### config.mk
export PLATFORM = sky130hd
export DESIGN_NAME = bus_arb
export DESIGN_NICKNAME = d
export VERILOG_FILES = /design/src/rtl/bus_arb_pkg.sv /design/src/rtl/bus_arb_rr_pick.sv /design/src/rtl/bus_arb.sv
export SDC_FILE = /design/constraint.sdc
export NUM_CORES = 1
export LEC_CHECK = 0
export ABC_AREA = 1
export CAP_MARGIN = 5
export CORE_MARGIN = 2
export CORE_UTILIZATION = 35
export DETAILED_ROUTE_END_ITERATION = 7
export GPL_TIMING_DRIVEN = 0
export PLACE_DENSITY = 0.87
export SETUP_SLACK_MARGIN = 0.15
export SKIP_CTS_REPAIR_TIMING = 1
export SYNTH_ARGS = -nofsm -noshare
export SYNTH_HDL_FRONTEND = slang
export SYNTH_HIERARCHICAL = 1
export SYNTH_SLANG_ARGS = --single-unit
### constraint.sdc
create_clock -name clk -period 2 [get_ports clk]
set_input_delay 0.5 -clock clk [delete_from_list [all_inputs] [get_ports clk]]
set_output_delay 0.5 -clock clk [all_outputs]
set_load 0.01 [all_outputs]
### src/rtl/bus_arb_pkg.sv
// Shared definitions for the external-bus arbiter: FSM encoding, owner codes
// and counter sizing.
package bus_arb_pkg;

    localparam int CNT_W = 4;

    typedef enum logic [1:0] {
        ST_CPU      = 2'd0,
        ST_HANDOVER = 2'd1,
        ST_DMA      = 2'd2,
        ST_GUARD    = 2'd3
    } state_e;

    localparam logic [1:0] OWN_CPU = 2'd0;

    // Pointer/winner width: ceil(log2(n)), never narrower than one bit.
    function automatic int ptr_width(input int n);
        return (n < 2) ? 1 : $clog2(n);
    endfunction

endpackage

### src/rtl/bus_arb_rr_pick.sv
// Combinational round-robin picker: first set request at or after the
// pointer, scanning upward and wrapping modulo NREQ.
module rr_pick
    import bus_arb_pkg::*;
#(
    parameter int NREQ  = 2,
    parameter int PTR_W = ptr_width(NREQ)
) (
    input  logic [NREQ-1:0]  req_i,
    input  logic [PTR_W-1:0] ptr_i,
    output logic [PTR_W-1:0] win_o,
    output logic             vld_o
);

    logic [PTR_W-1:0] idx;

    // Scan from the far end back toward the pointer so the closest hit wins.
    always_comb begin
        win_o = '0;
        vld_o = 1'b0;
        idx   = '0;
        for (int k = NREQ - 1; k >= 0; k--) begin
            idx = PTR_W'((int'(ptr_i) + k) % NREQ);
            if (req_i[idx]) begin
                win_o = idx;
                vld_o = 1'b1;
            end
        end
    end

endmodule

### src/rtl/bus_arb.sv
// Arbitrates the 65C02 external bus between the CPU and NREQ DMA requesters,
// stalling the CPU through RDY while a DMA burst owns the bus.
module bus_arb
    import bus_arb_pkg::*;
#(
    parameter int NREQ      = 2,
    parameter int MAX_BURST = 4,
    parameter int CPU_MIN   = 2
) (
    input  logic                 clk,
    input  logic                 RST,
    input  logic [15:0]          cpu_ab,
    input  logic [7:0]           cpu_do,
    input  logic                 cpu_we,
    output logic                 RDY,
    input  logic [NREQ-1:0]      req,
    output logic [NREQ-1:0]      gnt,
    input  logic [16*NREQ-1:0]   dma_ab,
    input  logic [8*NREQ-1:0]    dma_do,
    input  logic [NREQ-1:0]      dma_we,
    output logic [15:0]          AB,
    output logic [7:0]           DO,
    output logic                 WE,
    output logic [1:0]           owner
);

    localparam int PTR_W = ptr_width(NREQ);

    state_e             state_q;
    logic               rdy_q;
    logic [NREQ-1:0]    gnt_q;
    logic [1:0]         owner_q;
    logic [PTR_W-1:0]   ptr_q;
    logic [PTR_W-1:0]   win_q;
    logic [CNT_W-1:0]   burst_q;
    logic [CNT_W-1:0]   guard_q;

    logic [PTR_W-1:0]   ptr_d;
    logic [CNT_W-1:0]   burst_d;
    logic [CNT_W-1:0]   guard_d;
    logic [PTR_W-1:0]   pick_win;
    logic               pick_vld;
    logic               burst_end;

    rr_pick #(
        .NREQ  (NREQ),
        .PTR_W (PTR_W)
    ) u_pick (
        .req_i (req),
        .ptr_i (ptr_q),
        .win_o (pick_win),
        .vld_o (pick_vld)
    );

    // A dropped request ends the burst at the edge where it is first seen low.
    assign burst_end = !req[win_q] || (burst_q == CNT_W'(MAX_BURST));
    assign burst_d   = burst_q + 1'b1;
    assign guard_d   = guard_q - 1'b1;
    assign ptr_d     = (int'(win_q) == NREQ - 1) ? '0 : win_q + 1'b1;

    always_ff @(posedge clk or negedge RST) begin
        if (!RST) begin
            state_q <= ST_CPU;
            rdy_q   <= 1'b1;
            gnt_q   <= '0;
            owner_q <= OWN_CPU;
            ptr_q   <= '0;
            win_q   <= '0;
            burst_q <= '0;
            guard_q <= '0;
        end else begin
            case (state_q)
                ST_CPU: begin
                    // Never stall the core in the middle of a write cycle.
                    if (|req && !cpu_we && guard_q == '0) begin
                        state_q <= ST_HANDOVER;
                        rdy_q   <= 1'b0;
                    end
                end
                ST_HANDOVER: begin
                    if (pick_vld) begin
                        state_q <= ST_DMA;
                        gnt_q   <= NREQ'(1) << pick_win;
                        owner_q <= 2'(pick_win) + 2'd1;
                        win_q   <= pick_win;
                        burst_q <= CNT_W'(1);
                    end else begin
                        state_q <= ST_CPU;
                        rdy_q   <= 1'b1;
                    end
                end
                ST_DMA: begin
                    if (burst_end) begin
                        state_q <= ST_GUARD;
                        gnt_q   <= '0;
                        owner_q <= OWN_CPU;
                        rdy_q   <= 1'b1;
                        ptr_q   <= ptr_d;
                        guard_q <= CNT_W'(CPU_MIN);
                    end else begin
                        burst_q <= burst_d;
                    end
                end
                ST_GUARD: begin
                    if (guard_q <= CNT_W'(1)) begin
                        guard_q <= '0;
                        state_q <= ST_CPU;
                    end else begin
                        guard_q <= guard_d;
                    end
                end
                default: state_q <= ST_CPU;
            endcase
        end
    end

    assign RDY   = rdy_q;
    assign gnt   = gnt_q;
    assign owner = owner_q;

    always_comb begin
        AB = cpu_ab;
        DO = cpu_do;
        WE = cpu_we;
        if (owner_q != OWN_CPU) begin
            AB = dma_ab[16*win_q +: 16];
            DO = dma_do[8*win_q +: 8];
            WE = dma_we[win_q];
        end
    end

endmodule

==> reports/metrics.cfg, run 1 <==
[yosys]
synth_sequential_area_ratio_pct = 25.0
netlist_top_cells_area = sky130_fd_sc_hd__dfrtp_1 (23%), sky130_fd_sc_hd__nand2_1 (19%), sky130_fd_sc_hd__a31oi_1 (10%)
total_nets_after_synthesis = 329
syn-mean-instance-area_um2 = 6.27
warning_count_from_the_yosys_run = 6
syn-instance-count = 240
ys_seq_elements = 15
synthMostInstantiatedCell = sky130_fd_sc_hd__nand2_1
synth_area_leader_cell = sky130_fd_sc_hd__dfrtp_1
yosys_top_cell_area_share_pct = 23.3
number_of_enable_flip_flop_cells_after_synthesis = 0
syn_area_um2 = 1500
synth.lib_cells_used.distinct = 28
netlist_top_cells_count = sky130_fd_sc_hd__nand2_1 (75), sky130_fd_sc_hd__nor2_1 (35), sky130_fd_sc_hd__a31oi_1 (25)
asyncSetResetFlopFracSynth_pct = 100
ys.flop_type = sky130_fd_sc_hd__dfrtp_1

[critical_path]
crit_path_start_kind = input port
crit_type = input port to output pin
slowest_delay_ns = 0.45
worst_r2r_startpoint = state_q[0]
crit_path_end_kind = output pin
cp_data_required_time_ns = 1.50
rrSetupSlack_ns = 0.41
cp-startpoint = dma_do[10]
critical_path_cell_with_the_highest_stage_delay = sky130_fd_sc_hd__clkdlybuf4s50_1
critPathTopFamily = buffers and inverters
worst-path-max-fanout = 1
path_cells = clkdlybuf4s50_1 > nand2_1 > a31oi_1 > clkbuf_2
worst-endpoint-arrival_ns = 1.39
critical_path.n_buffers_inverters = 2

[placement]
placedCellCount = 398
place_hpwl_um = 4590
place_congestion = 0.861
dp_slack_ns = -0.269
port_buffers = 108

[global_route]
grt_usage_pct = 22.0
gr-usage-met2_pct = 38.6
initial_antenna_violation_count = 0
largest_net_degree_at_the_start_of_global_routing = 16
use_met3_pct = 3.63
grt_pass1_vias = 1756
busiest_layer = met2
grt_overflow_total = 0
grt_pass1_wl_um = 8690
met1_usage_pct = 26.4

[finish]
layout.nets = 447
antenna-diode-count = 0
syn2layout_area_growth_pct = 88.9
final_cell_count_no_fill = 407
area_occupied_by_multi_input_gates_um2 = 1040
final_layout_size_suffix_gt1_share_pct = 20.7
layout.area.seq_um2 = 377
filler_cell_count = 317

[sta]
finalClockSkew_ns = 0.00256
max_freq_mhz = 530
worstMarginPinSlew_ns = 0.701
report.final.hold_viol_count = 0
setup_slack_ns = 0.115
finalWorstPathRequiredPeriod_ns = 1.89
rsz0062_at_grt = yes
final.period_utilization_pct = 94.3
setup_violations = 0
timing_max_transition_violations_final = 0
maxSlewHeadroom_pct = 53.1

[detailed_routing]
drc = 0
number_of_optimization_iterations_in_the_first_detailed_route_pass = 5
routed_wirelength_um = 6150
detail_route.vias_per_cell = 5.05
routed_wire_length_per_instance_um = 15.1
routed-via-count = 2054
drtIter0Drc = 99
antenna_left = 0

[clocking]
cts.path.max_buffers = 2
cts_made_buffers = 3
htreeDepth = 1
cts.sink_count = 15
tritoncts_clock_tree = yes
clockRootBuffer = sky130_fd_sc_hd__clkbuf_8
clock_insertion_delay_worst_skew_ns = 0.26
clk_transition_reported_paths_ns = 0.06

[floorplanning]
chipWidth_um = 69.6
core_area_um2 = 4060
fp.dieArea_um2 = 4840
core.rowCount = 23
effective_utilization_at_floorplan_pct = 37.1
die_y_um = 69.6
pin_count = 109

[job]
drv_cap = 0

[hold_path]
holdCritPathClass = flop to flop
hold_path_startpoint = RDY

[outcome]
outcome = finished, final reports clean

[power]
power_density_nw_per_um2 = 1280
peakVddDrop_v = 0.000894
power.leakage_uw = 0.00146

logic make-up (layout without fill, tap and decap cells):
group           count (synthesis)  after routing  share of synthesized area, %
compound gates                 46             46                          18.5
xor+xnor                        1              1                         0.582
fa+ha+maj                      10             10                          8.32
buf+inv                        39            156                          11.6
flops                          15             15                          25.0
simple gates                  129            129                          35.9
worst paths after layout:
check | to | depth (start not counted)
max in group asynchronous | gnt[1] | 1
worst min-delay path | RDY | 2
worst max-delay path | DO[2] | 4
worst min register to register | RDY | 2
min in group asynchronous | guard_q[1] | 1
worst max register to register | flop | 7
cell usage in the layout (no fill, tap or decap), types with 5 or more instances in the layout:
master                            instances
sky130_fd_sc_hd__inv_1                   22
sky130_fd_sc_hd__nand2_1                 74
sky130_fd_sc_hd__o21ai_1                 10
sky130_fd_sc_hd__dlymetal6s2s_1          18
sky130_fd_sc_hd__a31oi_1                 21
sky130_fd_sc_hd__buf_8                    5
sky130_fd_sc_hd__nand3_1                  6
sky130_fd_sc_hd__buf_2                   21
sky130_fd_sc_hd__buf_6                    7
sky130_fd_sc_hd__buf_4                    5
sky130_fd_sc_hd__clkdlybuf4s50_1         65
sky130_fd_sc_hd__dfrtp_1                 14
sky130_fd_sc_hd__ha_1                    10
sky130_fd_sc_hd__nor2_1                  29
through the flow:
| step | TNS (ns) | hold slack (ns) | utilization, % | total power [uW] | instance area [um2] |
|---|---|---|---|---|---|
| floorplan | 0 | 0.204 | - | 2010 | 1500 |
| detailed placement | -5.88 | 0.460 | 65.2 | 3210 | 2650 |
| global placement | -5.58 | 0.451 | 65.2 | 3130 | 2650 |
| global route | 0 | 0.484 | 70.0 | 3920 | 2840 |
| CTS | -8.92 | 0.471 | 66.4 | 3470 | 2690 |
| finish | 0 | 0.465 | 70.0 | 3640 | 2840 |
final cells by class:
type                    instances  share of cell area [%]
inverters                      27                    3.83
plain buffers                  12                    5.15
multi-input cells             186                    36.5
well taps                      50                    2.20
repair buffers                113                    37.5
clock buffers                   4                    1.59
flip-flops and latches         15                    13.3
metal layers:
layer,vias to the layer above,wire (um)
met5,-,0
li1,1009,-
met3,13,388
met2,86,3240
met1,946,2390
met4,0,125
where the power goes:
part	switching (uW)	internal [uW]	leakage [uW]
sequential	92.3	429	0.000191
combinational	1570	1290	0.00124
clock	115	142	0.0000228
total	1780	1860	0.00146
worst reg2reg max path, delay by kind of cell, from the launching register on:
family                     cells  cell delay (ns)
adders and majority gates      1             0.38
buffers and inverters          1             0.16
DFF                            1             0.45
and+or+nand+nor                5             0.50
state kept, by name (all words and copies together) (netlist names), named ones only:
name     cells
burst_q      4
guard_q      4
gnt          2
RDY          1
ptr_q        1
state_q      1
win_q        1
Power figures use the tool's default switching activity.
==> inputs of run 2 (changes only) <==
--- a/config.mk
+++ b/config.mk
@@ -16,5 +16,4 @@
 export SKIP_CTS_REPAIR_TIMING = 1
 export SYNTH_ARGS = -nofsm -noshare
 export SYNTH_HDL_FRONTEND = slang
-export SYNTH_HIERARCHICAL = 1
 export SYNTH_SLANG_ARGS = --single-unit
==> reports/metrics.cfg, run 2 <==
[critical_path]
worst_r2r_startpoint = guard_q[0]
timing.reg2reg.worst_path_depth = 8  ; +1
cp-startpoint = win_q
cp_num_cells = 6  ; +2
critPathTopFamily = buffers and inverters
path_cells = buf_12 > clkinv_8 > clkbuf_16 > nand2_1 > a31oi_1 > buf_2
worst-endpoint-arrival_ns = 1.50  ; +0.11 ns
crit_path_end_kind = output pin
critPathCapture = DO[4]
worst-path-max-fanout = 8  ; +7
rrSetupSlack_ns = 0.44  ; +0.03 ns
critical_path.n_buffers_inverters = 4  ; +2
critical_path_cell_with_the_highest_stage_delay = sky130_fd_sc_hd__dfrtp_1
crit_type = flop to output pin
crit_path_start_kind = flop
slowest_delay_ns = 0.40  ; -0.05 ns
cp_data_required_time_ns = 1.50  ; about the same

[yosys]
synth_fa_ha_area_share_pct = 7.52  ; -0.80 points
synthMostInstantiatedCell = sky130_fd_sc_hd__nand2_1
synth.lib_cells_used.distinct = 28  ; unchanged
syn-mean-instance-area_um2 = 6.37  ; +1.7%
post_synth_xor_area_fraction_pct = 1.75  ; +1.2 points
syn-instance-count = 235  ; -2.1%
synth_area_leader_cell = sky130_fd_sc_hd__dfrtp_1
syn_area_um2 = 1500  ; -0.42%
number_of_enable_flip_flop_cells_after_synthesis = 0  ; unchanged
netlist_top_cells_count = sky130_fd_sc_hd__nand2_1 (76), sky130_fd_sc_hd__nor2_1 (36), sky130_fd_sc_hd__a31oi_1 (25)
muxShareOfSynthArea_pct = 0  ; unchanged
ys.flop_type = sky130_fd_sc_hd__dfrtp_1
synthSimpleGateAreaFrac_pct = 36.8  ; +0.90 points
synth_sequential_area_ratio_pct = 25.1  ; +0.10 points
total_nets_after_synthesis = 323  ; -1.8%
asyncSetResetFlopFracSynth_pct = 100  ; unchanged
combinational_family_with_the_most_area_after_synthesis = simple AND/OR/NAND/NOR gates
synth_compound_gate_area_share_pct = 17.5  ; -1.0 points
warning_count_from_the_yosys_run = 0  ; -6
ys_seq_elements = 15  ; unchanged
netlist_top_cells_area = sky130_fd_sc_hd__dfrtp_1 (23%), sky130_fd_sc_hd__nand2_1 (19%), sky130_fd_sc_hd__a31oi_1 (10%)
yosys_top_cell_area_share_pct = 23.4  ; +0.097 points

[placement]
place_congestion = 0.900  ; +4.5%
place_hpwl_um = 4360  ; -5.0%
port_buffers = 108  ; unchanged

[global_route]
initial_antenna_violation_count = 0  ; unchanged
use_met3_pct = 2.91  ; -0.73 points
grt_overflow_total = 0  ; unchanged
grt_usage_pct = 22.3  ; +0.31 points
grt_pass1_wl_um = 8720  ; +0.39%
grt_pass1_vias = 1855  ; +5.6%
largest_net_degree_at_the_start_of_global_routing = 16  ; unchanged
met1_usage_pct = 25.5  ; -0.87 points
busiest_layer = met2
gr-usage-met2_pct = 40.9  ; +2.4 points

[detailed_routing]
drc = 0  ; unchanged
number_of_optimization_iterations_in_the_first_detailed_route_pass = 4  ; -1
detail_route.vias_per_cell = 5.08  ; +0.59%
routed-via-count = 2061  ; +0.34%
routed_wire_length_per_instance_um = 15.8  ; +4.4%
routed_wirelength_um = 6410  ; +4.2%
drtIter0Drc = 110  ; +11%
antenna_left = 0  ; unchanged

[sta]
setup_violations = 1  ; +1
fin_setup_tns_ns = -0.00215  ; -0.00215 ns
finalWorstPathRequiredPeriod_ns = 2.00  ; +0.117 ns
setup_slack_ns = -0.00215  ; -0.117 ns
maxSlewHeadroom_pct = 53.7  ; +0.53 points
worst_hold_slack_ns = 0.472  ; +0.00702 ns
max_freq_mhz = 499  ; -5.8%
timing_max_transition_violations_final = 0  ; unchanged
finalClockSkew_ns = 0.00448  ; +0.00192 ns
report.final.hold_viol_count = 0  ; unchanged
final.period_utilization_pct = 100  ; +5.8 points
rsz0062_at_grt = yes
worstMarginPinSlew_ns = 0.693  ; -0.00791 ns

[clocking]
htreeDepth = 1  ; unchanged
clk_transition_reported_paths_ns = 0.06  ; about the same
clockRootBuffer = sky130_fd_sc_hd__clkbuf_8
cts.sink_count = 15  ; unchanged
cts.path.max_buffers = 2  ; unchanged
clock_insertion_delay_worst_skew_ns = 0.25  ; about the same
tritoncts_clock_tree = yes
cts_made_buffers = 3  ; unchanged

[finish]
commonest_non_fill_non_tap_cell_in_the_layout = sky130_fd_sc_hd__clkdlybuf4s50_1
syn2layout_area_growth_pct = 91.0
layout_common_cells = sky130_fd_sc_hd__clkdlybuf4s50_1 (75), sky130_fd_sc_hd__nand2_1 (64), sky130_fd_sc_hd__nor2_1 (35)
layout.nets = 445  ; -0.45%
final_layout_size_suffix_gt1_share_pct = 23.6  ; +2.9 points
antenna-diode-count = 0  ; unchanged
filler_cell_count = 314  ; -0.95%

[floorplanning]
effective_utilization_at_floorplan_pct = 36.9  ; -0.15 points
die_y_um = 69.4  ; -0.19%
chipWidth_um = 69.4  ; -0.19%
pin_count = 109  ; unchanged
core.rowCount = 23  ; unchanged
core_area_um2 = 4060  ; unchanged
fp.dieArea_um2 = 4820  ; -0.39%

[power]
peakVddDrop_v = 0.000322  ; -64%
power.leakage_uw = 0.00139  ; -4.4%
power_density_nw_per_um2 = 313  ; -76%

[hold_path]
holdCritPathClass = flop to flop
hold_path_startpoint = RDY

[outcome]
outcome = finished with violations
violations = negative setup slack

[job]
drv_cap = 0  ; unchanged

## run 2: cell types whose count changed after synthesis, sizes merged, moves of 2 or more
cell,change
inv,-4
clkbuf,+2
nor2,+2
o21ai,-2
or2,-2
xor2,+2
## run 2: per-layer routing
layer	part of all wire, %	vias to the layer above
met4	2.9	0
met5	0	-
met1	37	945
li1	-	1012
met2	53	89
met3	7.2	15
## run 2: layout make-up
cell class                      count  area (um2)  area share [%]
Clock buffer                        4        45.0            1.57
Sequential cell                    15         377            13.2
Tap cell                           50        62.6            2.19
Timing Repair inverter              1        8.76           0.306
Buffer                             13         151            5.29
Inverter                           22        97.6            3.41
Multi-Input combinational cell    185        1050            36.6
Timing Repair Buffer              116        1070            37.4
## run 2: kinds of logic after synthesis
| group | Yosys count |
|---|---|
| buffers and inverters | 35 |
| DFF | 15 |
| and+or+nand+nor | 131 |
| adders and majority gates | 9 |
| AOI/OAI and AO/OA | 42 |
| xor gates and xnor gates | 3 |
## run 2: per-stage QoR
| stage | cells | cell area [um2] | power [uW] | setup WS (ns) | util (%) |
|---|---|---|---|---|---|
| 2_1_floorplan | 235 | 1500 | 400 | 0.371 | - |
| 3_3_place_gp | 393 | 2640 | 653 | -0.294 | 65.1 |
| 3_5_place_dp | 393 | 2640 | 657 | -0.304 | 65.1 |
| 4_1_cts | 397 | 2690 | 909 | -0.565 | 66.2 |
| 5_1_grt | 406 | 2860 | 930 | -0.00299 | 70.5 |
| 6_report | 406 | 2860 | 895 | -0.00215 | 70.5 |
## run 2: how the worst min path moves through the flow
stage	endpoint	slack [ns]	cells past startpoint
after global placement	RDY	0.46	2
final	RDY	0.47	2
after detailed placement	RDY	0.46	2
after CTS	RDY	0.47	2
after floorplan	async pin	0.20	0
after global routing	RDY	0.50	2
## run 2: where the power goes
part / switching, uW / internal (uW)
Sequential: 0.929 / 305
Combinational: 132 / 202
Clock: 114 / 141
## run 2: tightest hold or removal path, cell delays in order, from the launching register on
cell	delay, ns
sky130_fd_sc_hd__dfstp_2	0.37
sky130_fd_sc_hd__nand2_1	0.05
sky130_fd_sc_hd__nand2_1	0.05
==> RTL edit 1: new RTL, settings of run 1 <==
Re-encode `state_e` (4 states) as one-hot, 4 bits wide.
--- a/src/rtl/bus_arb_pkg.sv
+++ b/src/rtl/bus_arb_pkg.sv
@@ -6,7 +6,7 @@
 
-    typedef enum logic [1:0] {
-        ST_CPU      = 2'd0,
-        ST_HANDOVER = 2'd1,
-        ST_DMA      = 2'd2,
-        ST_GUARD    = 2'd3
+    typedef enum logic [3:0] {
+        ST_CPU      = 4'b0001,
+        ST_HANDOVER = 4'b0010,
+        ST_DMA      = 4'b0100,
+        ST_GUARD    = 4'b1000
     } state_e;
Behaviour: same outputs for any inputs over 10 cycles, from zero or initial values and one cycle with RST low; not proved beyond that.
==> RTL edit 1 against run 1 <==
- the flow now finishes with violations (negative setup slack)
- routed wire length down 3.6%
- power down 3.7%
- combinational power down 7%
- sequential share of layout area up 2.0 points
- count of clock-buffer cells in the layout unchanged
- sequential cell count up 2
- final area down 1.2%
- setup slack worse by 130 ps
- non-clock buffer count down 1
- synthesized area up 3.2%
==> RTL edit 1: results (changes against run 1) <==
outcome=complete, but fails checks; failing checks=negative setup slack; Post-DP Area=0.00270 sq mm (+1.9%); sequential area share after synthesis=27.6% (+2.5 points); mean post-synth cell area=6.39 sq um (+2.0%); WP data arrival=1520 ps (+130 ps); Total GRT Usage=21.8% (-0.12 points); Max IR drop VDD=0.737 mV (-18%); clock network area share=1.60% (+0.020 points); Non-clk invs=24 (-11%); register area=428 sq um (+14%); slowest stage cell, crit path=dfrtp_1; Plain + repair buffers=124 (-0.80%); layout cell share with drive strength beyond 1=23.7% (+3.0 points); fraction of area in multi-input gates=37.1% (+0.68 points); worst r2r src=guard_q[0]; Final Setup Violations=4 (+4); Hold Crit Class=reg2reg; dpl cells=403 (+1.3%); multi-input gates=189 (+1.6%); Starting DRT DRC Count=67 (-32%); largest net degree at the start of global routing=18 (+2); first-pass GRT wire length=8830 um (+1.7%); Syn Nets=326 (-0.91%); gpl congestion=0.834 (-3.1%); Mapped Cells=243 (+1.3%); P_leak=0.00131 uW (-10%); Finished Cell Area=0.00281 sq mm (-1.2%); Reg2Reg Depth=10 (+3); seq_cells=17 (+2); GRT met1 Usage=25.3% (-1.1 points); met3 Track Usage GR=2.99% (-0.64 points); most instantiated cells after synthesis=nand2_1 (85), nor2_1 (32), a31oi_1 (25), inv_1 (20), dfrtp_1 (15); setup slack, reg-to-reg=470 ps (+60 ps); ant diodes=0 (unchanged); Signal buf overhead=40.3% (-2.4 points); 1st-pass router iterations=4 (-1); pre-CTS setup slack=-327 ps (-58.1 ps); DP HPWL=4510 um (-1.9%); Fillers=383 (+21%); Nets=442 (-1.1%); Max Clock Skew=0.443 ps (-2.12 ps); Pwr Density=1250 mW/mm^2 (-2.5%); final setup TNS=-27.3 ps (-27.3 ps); Psw=1680 uW (-5.5%); Worst Slack Setup Final=-15.9 ps (-130 ps); worst hold slack=467 ps (+1.70 ps); CTS max path bufs=2 (unchanged); vias in the first global route=1940 (+10%); synth top area cells=dfrtp_1 (24%), nand2_1 (21%), a31oi_1 (10%)
==> RTL edit 1: worst max-delay path by stage <==
stage | start | endpoint | slack (ps) | cells past startpoint
after global placement | dma_ab[21] | AB[5] | -330 | 4
after detailed placement | dma_ab[21] | AB[5] | -330 | 4
after CTS | win_q | AB[5] | -560 | 5
final | gnt[1] | AB[10] | -20 | 6
after global routing | gnt[1] | AB[10] | -80 | 6
after floorplan | gnt[1] | AB[0] | 300 | 4
==> RTL edit 1: routing by layer <==
layer / part of all wire (%) / wire length [um] / vias to the layer above
met5: 0 / 0 / -
met4: 3.3 / 197 / 0
met3: 6.5 / 386 / 16
met2: 51 / 3020 / 73
met1: 39 / 2320 / 920
li1: - / - / 1017
==> RTL edit 1: kinds of logic after synthesis <==
logic type	share of synthesized area [%]
simple gates	40.9
fa+ha+maj	3.22
xor+xnor	1.13
flops	27.6
compound gates	13.9
buf+inv	13.3
==> RTL edit 2: new RTL, settings of run 1 <==
Without the edit above. `NREQ` is set to 2 in 2 places; all go to 1.
--- a/src/rtl/bus_arb_rr_pick.sv
+++ b/src/rtl/bus_arb_rr_pick.sv
@@ -5,3 +5,3 @@
 #(
-    parameter int NREQ  = 2,
+    parameter int NREQ  = 1,
     parameter int PTR_W = ptr_width(NREQ)
--- a/src/rtl/bus_arb.sv
+++ b/src/rtl/bus_arb.sv
@@ -5,3 +5,3 @@
 #(
-    parameter int NREQ      = 2,
+    parameter int NREQ      = 1,
     parameter int MAX_BURST = 4,
Interface: changed (5 resized); port bits go from 109 to 82. The function was not compared with the original's and may differ.
==> RTL edit 2 against run 1 <==
- setup slack got worse by 52 ps
- power decreased by 22%
- routed wire length decreased by 31%
- sequential share of layout area grew 2.6 points
- synthesized area shrank 16%
- sequential cell count down 1
- final area decreased by 22%
- first-iteration DRC count shrank 32%
- largest power group unchanged
==> RTL edit 2: results (changes against run 1) <==
outcome=complete, no violations; fin. max-slew vios=0 (unchanged); Syn Nets=257 (-22%); Setup crit start=owner[0]; Post-DP Area=0.00214 sq mm (-19%); final wirelength=4220 um (-31%); vias in the first global route=1438 (-18%); slew at the pin closest to its max-slew limit=645 ps (-55.2 ps); gpl congestion=0.771 (-11%); Max IR drop VDD=0.566 mV (-37%); initial antenna violation count=0 (unchanged); Max Clock Skew=6.50 ps (+3.93 ps); dpl cells=321 (-19%); H-Tree Depth=1 (unchanged); 1st-pass router iterations=4 (-1); clk slew on worst S/H paths=90 ps (+30 ps); P_leak=0.00115 uW (-21%); maximum fanout along the worst path=7 (+6); Skew-Pair Late Insertion Delay=280 ps (+20 ps); Synth warnings=6 (unchanged); DP HPWL=3210 um (-30%); worst r2r src=state_q[0]; vias per cell=4.66 (-7.6%); largest net degree at the start of global routing=15 (-1); Port Buffers=81 (-25%); WP data arrival=1440 ps (+50 ps); CTS root buffer=clkbuf_4; Nets=348 (-22%); layout cell share with drive strength beyond 1=22.5% (+1.8 points); ant diodes=0 (unchanged); Starting DRT DRC Count=67 (-32%); r2r endpoint=burst_q[0]; first-pass GRT wire length=6460 um (-26%); via count=1539 (-25%); crit path to=WE; Total GRT Usage=19.2% (-2.7 points); mean post-synth cell area=6.54 sq um (+4.4%); CTS max path bufs=2 (unchanged)
==> RTL edit 2: worst min path at each step <==
stage	startpoint	endpoint	slack [ps]	cells after the start
2_1_floorplan	RST	asynchronous set/reset pin	200	0
3_3_place_gp	win_q	win_q	470	2
3_5_place_dp	win_q	win_q	480	2
4_1_cts	RDY	RDY	500	2
5_1_grt	RDY	RDY	540	2
6_report	RDY	RDY	490	2
==> RTL edit 2: report_power, final <==
part	total, uW	internal [uW]	leakage, uW	switching [uW]
logic	2160	993	0.000955	1170
registers	497	400	0.000177	97.4
clock network	173	77.5	0.0000150	95.6
==> RTL edit 2: metal layers <==
layer	track usage [%]	share of wire, %	wire length (um)	vias to the layer above
met2	35.3	49	2070	54
li1	-	-	-	799
met5	0	0	0	-
met3	4.23	8.2	344	5
met1	22.4	42	1770	681
met4	5.05	0.90	38	0
==> RTL edit 2: cell type report <==
| cell class | instances | area, sq um |
|---|---|---|
| fillers | 297 | 1200 |
| multi-input cells | 151 | 832 |
| repair buffers | 86 | 792 |
| flip-flops and latches | 14 | 353 |
| plain buffers | 10 | 87.6 |
| inverters | 19 | 71.3 |
| well taps | 46 | 57.6 |
| clock buffers | 4 | 26.3 |
==> RTL edit 2: critical path: stages (launching register included) <==
cell and delay [ps]:
dfrtp_2 440, nor2_4 140, buf_6 150, mux2_4 300, buf_6 120
==> RTL edit 2: per-stage QoR <==
step / hold slack [ps] / setup WS (ps) / power, uW
final: 490 / 62.5 / 2830
after global routing: 542 / -8.76 / 3100
after CTS: 501 / -486 / 2750
after detailed placement: 484 / -281 / 2570
after global placement: 470 / -237 / 2520
after floorplan: 204 / 394 / 1620
